## src/rtl/leaf_spine_uplink.sv

```systemverilog
// leaf_spine_uplink: merges NUM_SRC local flit sources onto one spine-facing
// uplink. Arbitration is round-robin. Credit-based flow control keeps the block
// from overrunning the spine port's CREDITS-deep input FIFO. Flits pass through
// unmodified, so the destination address in the header reaches the spine as sent.
//
// Handshake: source i transfers a flit in every cycle where src_valid[i] and
// src_ready[i] are both high at the rising edge. src_ready is a combinational
// grant and never depends on the cycle's own transfer. A source may drop
// src_valid without a transfer at any time and loses nothing. On the uplink,
// up_valid is a one-cycle pulse per flit with no back-pressure, and each
// up_credit_ret pulse returns one FIFO slot.
module leaf_spine_uplink #(
  parameter int DWIDTH  = 16,
  parameter int NUM_SRC = 4,
  parameter int CREDITS = 8,
  parameter int CW      = $clog2(CREDITS + 1)
) (
  input  logic                        clk,
  input  logic                        reset,
  input  logic [NUM_SRC*DWIDTH-1:0]   src_data,
  input  logic [NUM_SRC-1:0]          src_valid,
  output logic [NUM_SRC-1:0]          src_ready,
  output logic [DWIDTH-1:0]           up_data,
  output logic                        up_valid,
  input  logic                        up_credit_ret,
  output logic [CW-1:0]               credit_count,
  output logic                        credit_err,
  output logic [15:0]                 tx_count,
  output logic [1:0]                  state_dbg
);

  localparam int IW = (NUM_SRC > 1) ? $clog2(NUM_SRC) : 1;

  typedef enum logic [1:0] {
    INIT  = 2'd0,
    RUN   = 2'd1,
    STALL = 2'd2
  } state_t;

  state_t            state;
  logic [IW-1:0]     last_grant;
  logic [IW-1:0]     grant_idx;
  logic              grant_found;
  logic              arb_en;
  logic              xfer;
  logic [DWIDTH-1:0] grant_data;
  int                cand;

  assign state_dbg = state;

  // Arbitration is allowed only in RUN while at least one credit is held.
  assign arb_en = (state == RUN) && (credit_count != '0);

  // Rotating priority search: start just after the last winner and wrap around.
  always_comb begin
    grant_idx   = '0;
    grant_found = 1'b0;
    cand        = 0;
    for (int k = 1; k <= NUM_SRC; k++) begin
      cand = (int'(last_grant) + k) % NUM_SRC;
      if (!grant_found && src_valid[cand[IW-1:0]]) begin
        grant_found = 1'b1;
        grant_idx   = cand[IW-1:0];
      end
    end
  end

  // One-hot grant to the winning source; no grant when arbitration is disabled.
  always_comb begin
    src_ready = '0;
    if (arb_en && grant_found) begin
      src_ready[grant_idx] = 1'b1;
    end
  end

  assign xfer       = arb_en && grant_found;
  assign grant_data = src_data[grant_idx*DWIDTH +: DWIDTH];

  // FSM, send register, credit counter and statistics, all updated on one edge.
  always_ff @(posedge clk) begin
    if (reset) begin
      state        <= INIT;
      last_grant   <= IW'(NUM_SRC - 1);
      up_data      <= '0;
      up_valid     <= 1'b0;
      credit_count <= CW'(CREDITS);
      credit_err   <= 1'b0;
      tx_count     <= '0;
    end else begin
      // Send path: the flit appears on the uplink one cycle after the transfer.
      up_valid <= xfer;
      if (xfer) begin
        up_data    <= grant_data;
        tx_count   <= tx_count + 16'd1;
        last_grant <= grant_idx;
      end

      // A send and a return in the same cycle cancel out, so no error is raised.
      if (xfer && !up_credit_ret) begin
        credit_count <= credit_count - CW'(1);
      end else if (!xfer && up_credit_ret) begin
        if (credit_count == CW'(CREDITS)) begin
          credit_err <= 1'b1;
        end else begin
          credit_count <= credit_count + CW'(1);
        end
      end

      case (state)
        INIT: state <= RUN;
        RUN: begin
          if (xfer && !up_credit_ret && (credit_count == CW'(1))) begin
            state <= STALL;
          end
        end
        STALL: begin
          if (up_credit_ret) begin
            state <= RUN;
          end
        end
        default: state <= INIT;
      endcase
    end
  end

endmodule

```

## config.mk

```make
export PLATFORM = sky130hd
export DESIGN_NAME = leaf_spine_uplink
export DESIGN_NICKNAME = d
export VERILOG_FILES = /design/src/rtl/leaf_spine_uplink.sv
export SDC_FILE = /design/constraint.sdc
export NUM_CORES = 1
export LEC_CHECK = 0
export ABC_AREA = 0
export ABC_CLOCK_PERIOD_IN_PS = 5040
export CORE_MARGIN = 1
export CORE_UTILIZATION = 35
export CTS_CLUSTER_DIAMETER = 40
export DETAILED_ROUTE_END_ITERATION = 12
export PLACE_DENSITY = 0.71
export SYNTH_ARGS = -nofsm -noshare
export SYNTH_HDL_FRONTEND = slang
export SYNTH_SLANG_ARGS = --single-unit
```

## constraint.sdc

```tcl
create_clock -name clk -period 5.04 [get_ports clk]
set_input_delay 0.756 -clock clk [delete_from_list [all_inputs] [get_ports clk]]
set_output_delay 0.756 -clock clk [all_outputs]
set_load 0.01 [all_outputs]
```

==> results of run 1 <==
## worst max path at each step
| stage | start | to | depth (start not counted) |
|---|---|---|---|
| after floorplan | src_valid[3] | src_ready[0] | 4 |
| after global placement | src_valid[3] | src_ready[2] | 7 |
| after detailed placement | src_valid[1] | src_ready[2] | 7 |
| after CTS | src_valid[3] | src_ready[2] | 7 |
| after global routing | src_valid[3] | src_ready[2] | 7 |
| final | src_valid[3] | src_ready[2] | 7 |
## flip-flops by register name, indices dropped and copies added (netlist names)
name,cells
credit_count,4
tx_count,16
last_grant,2
state_dbg,2
up_valid,1
credit_err,1
up_data,16
## layout make-up
cell class                 instances  area (sq um)  share of cell area [%]
sequential                        42         840.8                   22.67
inverter                          13         48.80                   1.316
clock buffer                       7         86.33                   2.328
clock inverter                     1         5.005                  0.1350
multi-input combinational        182          1451                   39.14
timing repair buffer             116          1156                   31.17
tap                               96         120.1                   3.239
## per-layer routing
layer | vias up | global-route usage, %
met5 | - | 0
met3 | 8 | 6.352
met4 | 0 | 4.545
li1 | 1130 | -
met1 | 1013 | 22.48
met2 | 92 | 31.31
## power by group through the flow
stage,logic (uW),clock network [uW],registers [uW]
final,341,227,395
after CTS,345,234,395
after floorplan,194,0,411
after global placement,340,0,402
after detailed placement,345,0,402
after global routing,370,250,400
## stage by stage
stage	std cells	power [uW]
floorplan	252	605.1
global placement	449	742.3
detailed placement	449	747.1
CTS	457	974.5
global route	457	1020
finish	457	963.0
## cell families after synthesis
kind of cell	count (synthesis)
and+or+nand+nor	87
DFF	42
adders and majority gates	6
xor gates and xnor gates	14
muxes	34
buffers and inverters	28
AOI/OAI and AO/OA	41
## cell usage in the layout, fill, tap and decap left out, types with 10 or more instances in the layout
cell	count
clkdlybuf4s50_1	114
dfxtp_1	42
mux2i_1	34
nor2_1	22
o221ai_2	16
xnor2_1	12
inv_1	11
nand2_1	11
nand3b_1	11
nor3_1	10
nand3_1	10
## worst max-delay path: stages
cell,delay [ps]
clkdlybuf4s50_1,540
or4_4,170
nand3_2,460
inv_2,330
nand2_1,140
a211oi_1,180
clkdlybuf4s50_1,560
==> flow_results.org, run 1 <==
** Status
- Result of the run :: finished clean

** Global route
- Entering global routing, the biggest net connects 38 pins.
- Global-route usage over all layers :: 18.51%
- Overflow left after global routing :: 0
- Vias in the first global route :: 2191
- The first global-routing pass estimated 10850 microns of wire.
- Initial antenna violation count :: 0

** Routing
- Met3 Wirelength :: 647 microns
- In this run the remaining antenna-violating nets after routing total 0.
- DRC violation total after the first TritonRoute iteration :: 68
- After detailed routing, the number of vias per cell comes to 4.908.
- Total wire length :: 6765 microns
- In the final routing, the length of wire on met1 measures 2938 microns.
- Uppermost routed layer :: met4
- First-pass iteration count of the detailed router :: 4
- After detailed routing, the average wire length per cell comes to 14.80 microns.
- After detailed routing, the met2 layer carries 3099 microns of wire.
- The detailed router placed 2243 vias in this run.
- Residual DRC :: 0

** Timing
- Part of the cycle the worst path needs :: 77.29%
- Setup repair after global routing left no endpoint under its margin.
- Post-Route Hold Slack :: 497.2 ps
- Setup violations remaining at the end of the flow were counted as 0.
- Static timing analysis puts the maximum clock frequency at 256.7 MHz.
- Final TNS setup :: 0 ps
- Measured against its own limit, the worst slew margin works out to 44.46%.
- The clock arrives with 7.055 ps of skew.
- Number of hold-slack violations in the final timing report :: 0
- Crit path time final :: 3895 ps
- Worst-margin pin slew :: 833.1 ps
- Crit path setup slack, layout :: 1145 ps
- Final Max Tran Viols :: 0

** Power
- Static leakage :: 0.001360 uW
- Internal power of the cells :: 663.2 uW
- Worst IR drop on VDD :: 0.0001158 V
- Clk network pwr share :: 23.5%
- Psw :: 299.7 uW
- Sequential cells burn 41.0% of the power.
- Net switching is 31.12% of the power.
- The share of total power dissipated in combinational logic is 35.4%.
- Power per unit of standard cell area :: 259.7 nW/um^2

** Floorplan
- Once the floorplan was initialized, standard cells occupied 36.41% of the core.
- Die Span Y :: 86.07 microns
- After floorplanning, the core was sized to cover 6794 sq um.
- The floorplan step defined a die boundary enclosing 7408 sq um.
- After floorplanning, the core was divided into 30 placement rows.
- The die is 86.07 microns wide.
- Top Ports :: 115

** Yosys
- The largest total area in the synthesized netlist belongs to dfxtp_1.
- The synthesized design contains 0 enable-type register cells.
- Sequential cell area fraction in the yosys report :: 33.99%
- Area fraction in compound gates after synthesis :: 16.74%
- Count of state elements after synthesis :: 42
- Each instance of the synthesized netlist takes up on average 9.816 sq um.
- Cell with the most instances after synthesis :: dfxtp_1
- Count of mapped cells out of synthesis :: 252
- By area, the combinational part of the netlist is dominated by simple AND/OR/NAND/NOR gates.
- Most frequently used flop master after synthesis :: dfxtp_1
- The synthesized netlist contains 47 unique library cells.
- Async set-reset flop share out of synthesis :: 0%
- Post-synthesis share of cell area spent on and, or, nand and nor gates :: 19.73%
- Summed over its instances, the top area cell type makes up 33.99% of the synthesized netlist area.
- Synth top area cells :: dfxtp_1, mux2i_1, o221ai_2, xnor2_1, nand3b_1
- Most common library cells after synthesis :: dfxtp_1, mux2i_1, nor2_1, o221ai_2, xnor2_1
- Synthesized cell area :: 2474 sq um
- YS warnings :: 0
- Of the total synthesized cell area, the portion taken by XOR and XNOR cells is 4.957%.
- Post-synthesis mux area share :: 13.76%
- When the netlist entered floorplanning its net count stood at 329.
- Post-Synth Adder-Cell Area :: 3.035%

** Setup path
- The worst register-to-register path has a setup slack of 1970 ps.
- Launching element type of the critical path :: input port
- Launching point of the worst reg2reg path :: credit_count[0]
- CP max FO :: 30
- Arrival time worst endpoint :: 3140 ps
- Category of the most critical setup path :: input port to primary output
- The endpoint identified for the worst register-to-register timing path is credit_count[2].
- Data on the critical path is required at its endpoint by 4280 ps.
- Measured in cells, the most critical reg-to-reg path has a length of 10.
- Crit. End Element :: primary output

** CTS
- Counting every sink on the clock net gives 42.
- Gates resized during post-CTS repair numbered 0.
- At the later pin of the worst-skew pair, clock insertion delay measures 290 ps.
- Clock tree from TritonCTS :: yes
- Clock tree synthesis selected as its root buffer the cell clkbuf_8.
- H-tree lvl count :: 2
- TritonCTS Buffers :: 5
- Clock-pin slew on the worst setup and hold paths :: 80 ps
- Counting along the longest clock path gives a buffer depth of 2.
- Once the clock tree was built, the setup fixing pass inserted 0 buffers.
- Buffers inserted to repair hold after CTS numbered 0.

** Worst hold path
- In this run the most critical hold path is launched from up_data[15].
- Hold Crit Class :: flop to flop
- Along the worst hold path, the cell count comes to 2.
- End of the worst hold path :: up_data[15]

** Place
- Routability congestion estimate :: 0.7838
- In this run the tool buffered the top-level ports with 114 buffer cells.
- Placement-stage worst setup slack :: 1136 ps
- DPL Wire Length :: 5146 microns
- Summing all placed instances gives a cell area of 3617 sq um.

** Layout
- Inserted Diodes :: 0
- Utilization after layout :: 54.59%
- Number of nets in the final layout :: 437
- Fraction of final layout cells sized beyond drive strength 1 :: 9.972%
- Fill cell count :: 631
- After routing the design area is 3709 sq um.
- Area delta synth->final :: 49.92%

** Job
- Maximum capacitance violations :: 0
No activity file was read; power rests on OpenSTA's default activity.
==> run 2, diff against run 1 <==
ABC_CLOCK_PERIOD_IN_PS = 3650   (was 5040)
clock period = 3.65 ns   (was 5.04 ns; I/O delays follow)
==> run 2 against run 1 <==
Effect of this change:
- global-route usage is 0.37 points lower
- clock power rose by 30%
- non-clock buffer count increased by 2
- first-iteration DRC count is 35% lower
- design area grew 0.17%
- critical path depth is 1 higher
- sequential power rose by 38%
- sequential share of layout area about the same
- register-to-register slack got worse by 1100 ps
- critical path type is now flop to primary output
- largest power group unchanged
==> flow_results.org, run 2 (synthesis gave the netlist of run 1 again) <==
** Routing
- Once detail routing completed, the nets flagged for antenna violations numbered 0.
- Summed over all layers, the routed wires come to 6960 microns.
- In the routed design, unresolved DRC markers number 0.
- Per-cell via count in the routed design :: 5.055
- Detail-routed net length per standard cell :: 15.23 microns
- The first detailed-routing pass ran for 4 iterations.
- Summing over every cut layer, the via total after detailed routing is 2310.
- DRC violation total after the first TritonRoute iteration :: 44

** Place
- Routability-driven placement finished with a final weighted congestion of 0.7620.
- Number of I/O port buffers :: 114
- Instance area after placement :: 3632 sq um
- Once detailed placement completed, the half-perimeter wirelength came to 5255 microns.

** Timing
- Part of the cycle the worst path needs :: 89.53%
- Post-Route Hold Slack :: 510.1 ps
- Final setup violating endpoints :: 0
- Crit path time final :: 3268 ps
- RSZ-0062 raised after global routing :: no
- Max Fclk :: 306.0 MHz
- The hold violation total from the final report is 0.
- Worst Clk Skew :: 4.285 ps
- The total count of max-transition violations in the final report came to 0.
- At the pin with the least slew margin, the transition time is 552.8 ps.
- Summed over all failing endpoints, the final setup total negative slack is 0 ps.
- The worst pin sits at a relative slew slack of 63.04%.

** Global route
- Global-route usage over all layers :: 18.14%
- Largest net degree at the start of global routing :: 33
- Global-route wire length before repair :: 10640 microns
- Vias in the first global route :: 2161
- For this run the aggregate overflow at the end of global routing stands at 0.
- Initial antenna violation count :: 0

** Setup path
- Data on the critical path arrives at its endpoint at 2720 ps.
- Launching element type of the critical path :: flop
- For this run, the slowest stage of the critical path takes 570 ps.
- End of the worst register-to-register path :: credit_count[2]
- CP required :: 3100 ps
- Category of the most critical setup path :: flop to primary output
- In this run the register-to-register setup slack is 870 ps.
- Worst path top cell family by delay :: buffers and inverters
- Crit. End Element :: primary output
- Launching point of the worst reg2reg path :: credit_count[0]
- Walking the worst path, the cells encountered are inv_1 > ha_1 > or3b_2 > nand3_2 > inv_2 > nand2_1 > a211oi_1 > clkdlybuf4s50_1.
- The slowest stage of the critical path is the clkdlybuf4s50_1 cell.
- The worst register-to-register path has a depth of 10.
- Of all nets on the critical path, the largest fanout is 14.
- Counting both buffers and inverters, the worst setup path holds a total of 3.

** Floorplan
- Row cnt :: 30
- In this run the standard cell core region covers 6794 sq um.
- The floorplan step defined a die boundary enclosing 7408 sq um.
- Measured along the x axis, the die boundary spans 86.07 microns.
- Die Span Y :: 86.07 microns
- Initial standard-cell utilization of the core :: 36.41%
- Top Ports :: 115

** Worst hold path
- Hold Crit Class :: flop to flop
- Worst Hold Path Cells :: 2
- The worst hold path terminates at up_data[8].
- The startpoint identified for the worst hold timing path is up_data[8].

** CTS
- Clock tree root driver cell :: clkbuf_8
- The clock reaches the later pin of the worst-skew pair after 290 ps.
- In this run, post-CTS hold repair placed 0 buffers.
- Clock Tree Buf Depth :: 2
- After clock tree synthesis, the clock-pin slew on the worst setup and hold paths is 70 ps.
- TritonCTS Buffers :: 5
- Quantity of gates resized following cts :: 0
- TritonCTS built the clock tree.
- Clk sinks :: 42
- In this run the number of H-tree levels came out at 2.
- Count of buffers added by post-CTS timing repair for setup :: 0

** Layout
- The largest registers in the layout are tx_count x16, up_data x16, credit_count x4.
- 0 antenna diodes ended up in the layout.
- Most common library cell in the layout ignoring fill and taps :: clkdlybuf4s50_1
- Compared with the post-synthesis result, the final layout area differs by 50.18%.
- Finished Cell Area :: 3715 sq um
- Commonest cells after routing, fill and taps aside :: clkdlybuf4s50_1, dfxtp_1, mux2i_1
- Fill cell count :: 638
- Total area of multi-input combinational cells :: 1451 sq um
- Number of nets in the final layout :: 439
- Fraction of final layout cells sized beyond drive strength 1 :: 10.25%
- In the final layout, flip-flops and latches occupy 840.8 sq um.

** Status
- The flow ran to the end, and the final reports show no timing, DRC or antenna violations.

** Power
- Static leakage :: 0.001364 uW
- Power per unit of standard cell area :: 355.2 nW/um^2
- Worst IR drop on VDD :: 0.0002558 V

** Job
- Maximum capacitance violations :: 0
## run 2: cell count changes in the layout (fill, tap and decap cells not counted), sizes merged
cell	previous run	this run
buf	2	4
clkbuf	7	6
clkinv	1	0
## run 2: cell type report
cell class | count | area share, %
clock buffer | 6 | 2.223
sequential | 42 | 22.63
multi-input combinational | 182 | 39.07
timing repair buffer | 118 | 31.53
inverter | 13 | 1.314
tap | 96 | 3.233
## run 2: metrics by stage
step / total power, uW / setup WS, ps / cells / util [%]
finish: 1320 / 382.1 / 457 / 54.68
floorplan: 835.5 / 1203 / 252 / -
global placement: 1026 / 481.3 / 451 / 53.46
CTS: 1337 / 387.9 / 457 / 54.68
global route: 1399 / 211.1 / 457 / 54.68
detailed placement: 1038 / 427.8 / 451 / 53.46
## run 2: power by group
part	total (uW)	leakage [uW]	switching [uW]	internal (uW)
clock network	295	0.0000431	149	146
logic	477	0.000977	215	262
registers	547	0.000343	43.5	504
total	1320	0.00136	408	912
## run 2: per-layer routing
layer	global-route usage (%)	wire (microns)	vias to the layer above	part of all wire (%)
met5	0	0	-	0
met4	5.455	51	0	0.73
met3	3.754	496	5	7.1
met2	31.82	3319	77	48
met1	22.23	3093	1083	44
li1	-	-	1145	-
## run 2: worst max-delay path by stage
stage	startpoint	endpoint	slack [ps]	cells past startpoint
floorplan	credit_count[0]	src_ready[0]	1200	6
global placement	src_valid[2]	src_ready[2]	480	7
detailed placement	src_valid[2]	src_ready[2]	430	7
CTS	credit_count[0]	src_ready[2]	390	8
global route	credit_count[0]	src_ready[2]	210	8
finish	credit_count[0]	src_ready[2]	380	8
## run 2: tightest hold or removal path, cell delays in order, from the launching register on
cell and delay (ps):
dfxtp_1 340, nand3_1 80, o221ai_2 60
